$ cat config.mk
export PLATFORM = sky130hd
export DESIGN_NAME = dcache_arbiter
export DESIGN_NICKNAME = d
export VERILOG_FILES = /design/src/rtl/dcache_arbiter.sv
export SDC_FILE = /design/constraint.sdc
export NUM_CORES = 1
export LEC_CHECK = 0
export ABC_CLOCK_PERIOD_IN_PS = 5600
export CAP_MARGIN = 20
export CORE_AREA = 2 2 171 173
export DETAILED_ROUTE_END_ITERATION = 10
export DIE_AREA = 0 0 173 175
export PLACE_DENSITY = 0.7
export RECOVER_POWER = 100
export SYNTH_ARGS = -nofsm -noshare
export SYNTH_HDL_FRONTEND = slang
export SYNTH_SLANG_ARGS = --single-unit
$ cat constraint.sdc
create_clock -name clk -period 5.6 [get_ports clk]
set_input_delay 1.12 -clock clk [delete_from_list [all_inputs] [get_ports clk]]
set_output_delay 1.12 -clock clk [all_outputs]
set_load 0.05 [all_outputs]
$ cat src/rtl/dcache_arbiter.sv
`default_nettype none
// ============================================================================
// Module   : dcache_arbiter
// Purpose  : Shares one D-cache request port between two data masters.
//            Round-robin or fixed-priority arbitration with a starvation guard.
// Revision : 1.0 - initial release
// ============================================================================
module dcache_arbiter #(
    parameter int RR_MODE  = 1,
    parameter int MAX_WAIT = 4
) (
    input  logic        clk,
    input  logic        rst_n,
    input  logic        m0_req_valid,
    input  logic        m0_req_rw,
    input  logic [11:0] m0_req_addr,
    input  logic [63:0] m0_data_write,
    output logic [63:0] m0_data_read,
    output logic        m0_ready,
    output logic        m0_hit,
    input  logic        m1_req_valid,
    input  logic        m1_req_rw,
    input  logic [11:0] m1_req_addr,
    input  logic [63:0] m1_data_write,
    output logic [63:0] m1_data_read,
    output logic        m1_ready,
    output logic        m1_hit,
    output logic        dcache_req_valid,
    output logic        dcache_req_rw,
    output logic [11:0] dcache_req_addr,
    output logic [63:0] dcache_data_write,
    input  logic [63:0] dcache_data_read,
    input  logic        dcache_ready,
    input  logic        dcache_hit,
    output logic [1:0]  grant_o
);

    localparam logic [1:0] c_IDLE     = 2'd0;
    localparam logic [1:0] c_BUSY     = 2'd1;
    localparam logic [1:0] c_DONE     = 2'd2;
    localparam logic [3:0] c_MAX_WAIT = 4'(MAX_WAIT);

    logic [1:0]  r_state;
    logic        r_win;
    logic        r_last;
    logic        r_rw;
    logic [11:0] r_addr;
    logic [63:0] r_wdata;
    logic [63:0] r_rdata0;
    logic [63:0] r_rdata1;
    logic [3:0]  r_wait_cnt;

    logic w_any;
    logic w_both;
    logic w_sel;
    logic w_grant_evt;
    logic w_busy;
    logic w_done;

    assign w_any       = m0_req_valid | m1_req_valid;
    assign w_both      = m0_req_valid & m1_req_valid;
    assign w_grant_evt = (r_state == c_IDLE) && w_any;
    assign w_busy      = (r_state == c_BUSY);
    assign w_done      = (r_state == c_DONE);

    // With a lone requester it wins outright; contention goes to the fairness rule.
    assign w_sel = w_both ? ((RR_MODE != 0) ? ~r_last : (r_wait_cnt == c_MAX_WAIT))
                          : m1_req_valid;

    always_ff @(posedge clk or negedge rst_n) begin
        if (!rst_n) begin
            r_state  <= c_IDLE;
            r_win    <= 1'b0;
            r_last   <= 1'b1;
            r_rw     <= 1'b0;
            r_addr   <= 12'd0;
            r_wdata  <= 64'd0;
            r_rdata0 <= 64'd0;
            r_rdata1 <= 64'd0;
        end else begin
            case (r_state)
                c_IDLE: begin
                    if (w_any) begin
                        r_win   <= w_sel;
                        r_last  <= w_sel;
                        r_rw    <= w_sel ? m1_req_rw     : m0_req_rw;
                        r_addr  <= w_sel ? m1_req_addr   : m0_req_addr;
                        r_wdata <= w_sel ? m1_data_write : m0_data_write;
                        r_state <= c_BUSY;
                    end
                end
                c_BUSY: begin
                    if (dcache_ready) begin
                        if (!r_rw && !r_win) r_rdata0 <= dcache_data_read;
                        if (!r_rw &&  r_win) r_rdata1 <= dcache_data_read;
                        r_state <= c_DONE;
                    end
                end
                c_DONE:  r_state <= c_IDLE;
                default: r_state <= c_IDLE;
            endcase
        end
    end

    // Counts port-0 wins that port 1 sat through; any port-1 win or idle port 1 clears it.
    always_ff @(posedge clk or negedge rst_n) begin
        if (!rst_n) begin
            r_wait_cnt <= 4'd0;
        end else if (!m1_req_valid) begin
            r_wait_cnt <= 4'd0;
        end else if (w_grant_evt) begin
            if (w_sel)
                r_wait_cnt <= 4'd0;
            else if (r_wait_cnt != c_MAX_WAIT)
                r_wait_cnt <= r_wait_cnt + 4'd1;
        end
    end

    assign dcache_req_valid  = w_busy;
    assign dcache_req_rw     = r_rw;
    assign dcache_req_addr   = r_addr;
    assign dcache_data_write = r_wdata;

    assign m0_hit       = w_busy & ~r_win & dcache_hit;
    assign m1_hit       = w_busy &  r_win & dcache_hit;
    assign m0_ready     = w_done & ~r_win;
    assign m1_ready     = w_done &  r_win;
    assign m0_data_read = r_rdata0;
    assign m1_data_read = r_rdata1;
    assign grant_o      = (w_busy | w_done) ? {r_win, ~r_win} : 2'b00;

endmodule
`default_nettype wire

# Word level (Yosys, flattened, before mapping)
# Index checks and enable logic that the tools add are counted.
dict set report word_totals {
  latch_bits 0
  elab_cells 40
  n_memories 0
  rom_bits 0
  ramBits 0
  output_inout_bits 212
  regBits 209
}
dict set report op_classes {
  bitwise 11
  div_mod_pow 0
  n_mux 8
  shifts 0
  addsub 0
  n_mul 0
  order_cmp 0
  reduce_logical 9
  n_eq_ne 4
}
# op count
set ops {}
lappend ops {{64-bit two-way mux} 1}
lappend ops {{12-bit two-way mux} 1}
lappend ops {{1-bit AND} 7}
lappend ops {{2-bit two-way mux} 3}
lappend ops {{3-bit AND reduction} 2}
lappend ops {{2-bit inequality test, second input constant} 2}
lappend ops {{2-bit case mux with 2 select lines} 1}
lappend ops {{2-bit AND reduction} 2}
lappend ops {{2-bit by 1-bit equality test with 1-bit output, second input constant} 1}
lappend ops {{2-bit equality test, second input constant} 1}
lappend ops {{1-bit logical AND} 2}
lappend ops {{1-bit zero test} 2}
lappend ops {{2-bit zero test} 1}
lappend ops {{1-bit two-way mux} 2}
lappend ops {{1-bit inverter} 2}
lappend ops {{1-bit bitwise OR} 2}

# Longest topological paths before layout
# Gate-level depths: netlist (run 1).
dict set report depth {
  word_depth 3
  mapped_depth 8
  ltp_nobuf 5
}

# Least setup slack after synthesis (run 1)
# No wires, ideal clock.
dict set report synth_path {
  kind {input-to-output}
  startpoint {input port dcache_hit}
  endpoint {output port m0_hit}
  slack_ps 2673
  arrival_ps 1807
  path_stages 2
  path_cell_list {nand2_1 nor2_1}
}
dict set report synth_via {
  elab_chain_cells 1
}
# item line
set synth_lines {}
lappend synth_lines {{from (decl)} 34} ;# input logic dcache_hit,
lappend synth_lines {{1-bit AND} 124} ;# assign m0_hit = w_busy & ~r_win & dcache_hit;
lappend synth_lines {{to (decl)} 20} ;# output logic m0_hit,
# No other way between the ends.

# Final worst setup path (run 1)
dict set report layout_path {
  startpoint {input port m1_req_valid}
  endpoint {register r_wdata[48], in the netlist dcache_data_write[48]}
}
dict set report layout_via {
  elab_chain_cells 3
  elab_cells_between_ends 5
  classes_between {2 x mux; 2 x bitwise; 1 x reduce/logical}
}
# item line
set layout_lines {}
lappend layout_lines {{from (decl)} 21} ;# input logic m1_req_valid,
lappend layout_lines {{1-bit AND} 61} ;# assign w_both = m0_req_valid & m1_req_valid;
lappend layout_lines {{1-bit two-way mux} 67} ;# assign w_sel = w_both ? ((RR_MODE != 0) ? ~r_last : (r_wait_cnt == c_MAX_WAIT))
lappend layout_lines {{64-bit two-way mux} 88} ;# r_wdata <= w_sel ? m1_data_write : m0_data_write;
lappend layout_lines {{to (signal assigned)} 88}
lappend layout_lines {{to (decl)} 48} ;# logic [63:0] r_wdata;
# Several ways; a longest one is shown, not always the timed one.
# A chain may end at the register's enable or synchronous reset.

==> results.yml, run 1 <==
worst_setup_path:
  cp_data_required_time_ns: 6.03
  max_stage_delay_ns: 1.51
  worstSetupEndpointType: "flip-flop"
  worstPathArrival_ns: 4.63
  crit_path_start_kind: "primary input"
  critPathMaxFanout: 52
  crit_chain: "dlygate4sd3_1, o21a_1, clkbuf_1, nor2_1, a21oi_1"
  critPathKind: "in -> reg"
  crit_start: "m1_req_valid"
  r2r_start: "r_state[1]$_DFFE_PN0P_"
  slowest_stage: "o21a_1"
detailed_routing:
  wl_um: 26600
  viasPerCell: 4.59
  drc: 0
  drtIter0Drc: 247
  ant_nets: 0
  num_vias: 7087
  wl_per_cell_um: 17.2
  first_pass_iters: 4
synthesis:
  syn_inst: 724
  yosysTopAreaCell: "dfrtp_1"
  synthesis.nets: 952
  syn_avg_cell_area_um2: 11.7
  synth_area_um2: 8510
  seq_area_frac_synth: 0.615
  synth_area_leaders: "dfrtp_1 (61%), mux2_2 (16%), a21oi_1 (9.2%)"
  synth_warnings: 0
  synth_cell_types: 25
  yosysTopAreaCellShare: 0.612
  ys_seq_elements: 209
floorplan:
  die_w_um: 173
  io_pins: 436
  placementRows: 62
  core-area_um2: 28400
  die_h_um: 175
  start_util: 0.300
  dieArea_um2: 30300
clocking:
  root_buffer: "clkbuf_16"
  cts_sinks: 209
  cts_buffer_depth: 3
  hold_buffers: 0
  cts_tree: "built"
  clk_latency_ns: 0.51
  ctsResizeCount: 0
  cts_setup_buffers: 0
  numCtsBuffers: 23
  htreeDepth: 1
  clk_pin_slew_ns: 0.06
sta:
  finalHoldViolations: 0
  tightest_slew_ns: 3.43
  layout_min_cycle_time_ns: 4.21
  max_freq_mhz: 238
  timing.hold.ws_ns: 0.477
  skew_ns: 0.0147
  slew_violations: 246
  rsz0062_at_grt: "false"
  setup_viol: 0
  setup_tns_ns: 0
  slew_headroom: -1.29
  fin_crit_sh: 0.751
grt:
  overflow: 0
  grt_start_max_net_pins: 79
  grt_pass1_vias: 7482
  globalRouteTotalUtil: 0.172
  grt_pass1_wl_um: 41900
  grt_antenna_before_repair: 2
power:
  peakVddDrop_mv: 0.378
  powerDensity_nw_per_um2: 703
  p_leak_nw: 5.97
  total_power_mw: 9.76
layout:
  drive_gt1_frac: 0.150
  final_area_um2: 13900
  final_common_cell: "clkdlybuf4s50_1"
  area_growth_pct: 63.4
  final_cell_mix: "clkdlybuf4s50_1 (220), dlygate4sd3_1 (214), dfrtp_1 (208)"
  regArea_um2: 5230
  nets: 1372
  nFillCells: 2574
  instances_no_fill: 1544
  multiInputGateArea_um2: 3020
place:
  gp_congestion: 0.787
  post_dp_cell_area_um2: 13200
  dp.cells: 1503
  post-dp-hpwl_um: 19100
  portBuffers: 435
status:
  status: "complete, but fails checks"
  failed_checks: "max-capacitance violations, max-slew violations"
worst_hold_path:
  hold_path.class: "reg -> reg"
  hp-start: "m0_data_read[13]$_DFFE_PN0P_"
job:
  cap_violations: 4
==> flip-flops by register name, summed over array words and instances, names as in the netlist <==
| name | flops |
|---|---|
| dcache_data_write | 64 |
| dcache_req_addr | 12 |
| dcache_req_rw | 1 |
| m0_data_read | 64 |
| m1_data_read | 64 |
| r_last | 1 |
| r_state | 2 |
| r_win | 1 |
==> metrics by stage <==
| stage | setup slack, ns | utilization |
|---|---|---|
| after global routing | 1.03 | 0.489 |
| after detailed placement | 1.94 | 0.464 |
| after global placement | 1.93 | 0.464 |
| final | 1.39 | 0.489 |
| after floorplan | 2.67 | - |
| after CTS | 1.94 | 0.490 |
==> critical path, delay by kind of cell <==
| family | cells | cell delay (ns) |
|---|---|---|
| buffers and inverters | 2 | 1.71 |
| AOI/OAI and AO/OA | 2 | 1.67 |
| and+or+nand+nor | 1 | 0.09 |
==> report_power, final <==
| part | leakage (nW) | switching (mW) | internal, mW |
|---|---|---|---|
| Combinational | 3.12 | 3.87 | 1.79 |
| Clock | 0.371 | 0.595 | 0.888 |
| Sequential | 2.48 | 0.366 | 2.27 |
==> kinds of logic after synthesis <==
group / after synthesis / share of synthesized area
compound gates: 166 / 0.101
fa+ha+maj: 4 / 0.00588
buf+inv: 51 / 0.0313
flops: 209 / 0.615
mux: 128 / 0.169
simple gates: 166 / 0.0771
==> routing by layer <==
metal,track usage,part of all wire,up-vias,routed length (µm)
li1,-,-,3316,-
met1,0.207,0.40,3407,10600
met2,0.295,0.49,324,13000
met3,0.0557,0.094,40,2490
met4,0.0466,0.021,0,569
met5,0,0,-,0
==> synth_stat cells <==
cell type,number
a21bo_2,2
a21boi_2,1
a21oi_1,157
a22o_1,1
a31oi_1,1
and2_1,2
and3_1,1
buf_2,21
buf_4,1
buf_6,6
clkbuf_1,21
dfrtp_1,208
dfstp_2,1
ha_1,4
inv_1,2
mux2_1,5
mux2_2,123
nand2_1,79
nand4b_1,1
nor2_1,79
nor2b_1,3
nor3_4,1
o21a_1,2
o21ai_0,1
o21ai_2,1
==> final cells by class <==
class,instances,area share
Clock buffer,33,0.0492
Antenna cell,1,0.000180
Timing Repair Buffer,444,0.317
Clock inverter,7,0.00450
Sequential cell,209,0.376
Tap cell,384,0.0346
Multi-Input combinational cell,464,0.218
Inverter,2,0.000540
==> path summary, 6_finish.rpt <==
check,endpoint,slack [ns],cells after the start
worst max-delay path,dcache_data_write[48]$_DFFE_PN0P_,1.39,5
worst min-delay path,m0_data_read[13]$_DFFE_PN0P_,0.48,1
worst max register to register,dcache_data_write[48]$_DFFE_PN0P_,1.81,6
worst min register to register,m0_data_read[13]$_DFFE_PN0P_,0.48,1
max in group asynchronous,m1_data_read[4]$_DFFE_PN0P_,1.72,2
min in group asynchronous,m1_data_read[24]$_DFFE_PN0P_,1.78,1
No activity file was read; power rests on OpenSTA's default activity.
==> run 2, diff against run 1 <==
==> config.mk (replaced) <==
export PLATFORM = sky130hd
export DESIGN_NAME = dcache_arbiter
export DESIGN_NICKNAME = d
export VERILOG_FILES = /design/src/rtl/dcache_arbiter.sv
export SDC_FILE = /design/constraint.sdc
export NUM_CORES = 1
export LEC_CHECK = 0
export ABC_CLOCK_PERIOD_IN_PS = 4040
export CAP_MARGIN = 20
export CORE_AREA = 2 2 168 170
export DETAILED_ROUTE_END_ITERATION = 10
export DIE_AREA = 0 0 170 172
export PLACE_DENSITY = 0.72
export RECOVER_POWER = 100
export SYNTH_ARGS = -nofsm -noshare
export SYNTH_HDL_FRONTEND = slang
export SYNTH_SLANG_ARGS = --single-unit
==> constraint.sdc (replaced) <==
create_clock -name clk -period 4.04 [get_ports clk]
set_input_delay 0.808 -clock clk [delete_from_list [all_inputs] [get_ports clk]]
set_output_delay 0.808 -clock clk [all_outputs]
set_load 0.05 [all_outputs]
==> run 2 against run 1 <==
- the run still ends with max-capacitance violations, max-slew violations left
- clock skew decreased by 0.0048 ns
- design area increased by 0.32%
- clock power rose by 44%
- worst hold slack better by 0.0018 ns
- largest cell class unchanged
==> results.yml, run 2 (synthesis results as in run 1) <==
detailed_routing:
  wl_um: 26700
  ant_nets: 0
  drtIter0Drc: 398
  viasPerCell: 4.75
  wl_per_cell_um: 17.7
  first_pass_iters: 4
  drc: 0
  num_vias: 7168
worst_setup_path:
  cp_data_required_time_ns: 3.23
  worstPathArrival_ns: 2.35
  r2r_start: "r_state[1]$_DFFE_PN0P_"
  critPathMaxFanout: 4
  critPathKind: "reg -> out"
  worst-r2r-setup-slack_ns: 1.05
  reg2reg_depth: 6
  crit_path_start_kind: "flip-flop"
  worstSetupEndpointType: "output pin"
  rr_endpoint: "m0_data_read[51]$_DFFE_PN0P_"
sta:
  finalHoldViolations: 0
  fin_ws_ns: 0.882
  setup_viol: 0
  setup_tns_ns: 0
  skew_ns: 0.00994
  max_freq_mhz: 317
  tightest_slew_ns: 2.53
  layout_min_cycle_time_ns: 3.16
  slew_violations: 224
  slew_headroom: -0.683
  rsz0062_at_grt: "false"
  fin_crit_sh: 0.782
power:
  peakVddDrop_mv: 0.538
  p_leak_nw: 6.02
  powerDensity_nw_per_um2: 980
clocking:
  cts_tree: "built"
  root_buffer: "clkbuf_16"
  cts_setup_buffers: 0
  cts_sinks: 209
  ctsResizeCount: 0
  cts_buffer_depth: 3
  htreeDepth: 1
  clk_latency_ns: 0.50
  hold_buffers: 0
  clk_pin_slew_ns: 0.07
  numCtsBuffers: 23
layout:
  area_growth_pct: 63.9
  drive_gt1_frac: 0.152
  nets: 1376
  multiInputGateArea_um2: 3010
  regArea_um2: 5230
  final_common_cell: "clkdlybuf4s50_1"
  nFillCells: 2444
  final_cell_mix: "clkdlybuf4s50_1 (220), dlygate4sd3_1 (214), dfrtp_1 (208)"
grt:
  grt_pass1_vias: 7524
  overflow: 0
  grt_pass1_wl_um: 40600
  grt_start_max_net_pins: 96
  grt_antenna_before_repair: 1
  globalRouteTotalUtil: 0.174
worst_hold_path:
  min_to: "m0_data_read[12]$_DFFE_PN0P_"
  whs_path_depth: 1
  hold_path.class: "reg -> reg"
  hp-start: "m0_data_read[12]$_DFFE_PN0P_"
floorplan:
  start_util: 0.310
  placementRows: 61
  core-area_um2: 27500
  dieArea_um2: 29200
  die_h_um: 172
  die_w_um: 170
  io_pins: 436
place:
  gp_congestion: 0.787
  portBuffers: 435
  post-place-ws_ns: 0.989
  post-dp-hpwl_um: 19000
job:
  cap_violations: 3
status:
  failed_checks: "max-capacitance violations, max-slew violations"
  status: "complete, but fails checks"
[run 2: report_power, final]
group          internal (mW)  switching (mW)  leakage, nW
Sequential              3.14           0.504         2.48
Clock                   1.30           0.835        0.383
Combinational           2.50            5.39         3.16
Total                   6.94            6.73         6.02
[run 2: worst max-delay path: stages (launching register included)]
cell           delay [ns]
dfrtp_1              0.38
inv_1                0.12
ha_1                 0.29
and3_1               0.18
dlygate4sd3_1        0.87
[run 2: metrics by stage]
step           power [mW]  utilization  hold WS, ns  cells  cell area (µm²)
2_1_floorplan        9.03            -        0.512    724             8510
3_3_place_gp         11.9        0.481        0.466   1469            13200
3_5_place_dp         12.0        0.481        0.474   1469            13200
4_1_cts              14.2        0.509        0.422   1509            14000
5_1_grt              14.3        0.507        0.492   1510            13900
6_report             13.7        0.507        0.479   1510            13900
[run 2: metal layers]
layer,global-route usage,vias to the layer above,part of all wire
li1,-,3344,-
met1,0.208,3455,0.39
met2,0.306,325,0.50
met3,0.0506,44,0.092
met4,0.0465,0,0.023
met5,0,-,0
[run 2: worst max-delay path by stage]
stage / start / endpoint / slack (ns) / cells after the start
2_1_floorplan: dcache_hit / m0_hit / 1.74 / 2
3_3_place_gp: dcache_hit / m1_hit / 0.98 / 3
3_5_place_dp: dcache_hit / m1_hit / 0.99 / 3
4_1_cts: r_state[0]$_DFFE_PN0P_ / grant_o[0] / 0.94 / 4
5_1_grt: rst_n / m1_data_read[20]$_DFFE_PN0P_ / 0.65 / 2
6_report: r_state[1]$_DFFE_PN0P_ / m1_hit / 0.88 / 4
[run 2: area by class of cell]
cell class,instances,area share
diodes,1,0.000180
clock buffers,34,0.0493
clock inverters,6,0.00601
inverters,2,0.000539
multi-input cells,464,0.216
flip-flops and latches,209,0.375
well taps,346,0.0311
repair buffers,448,0.322
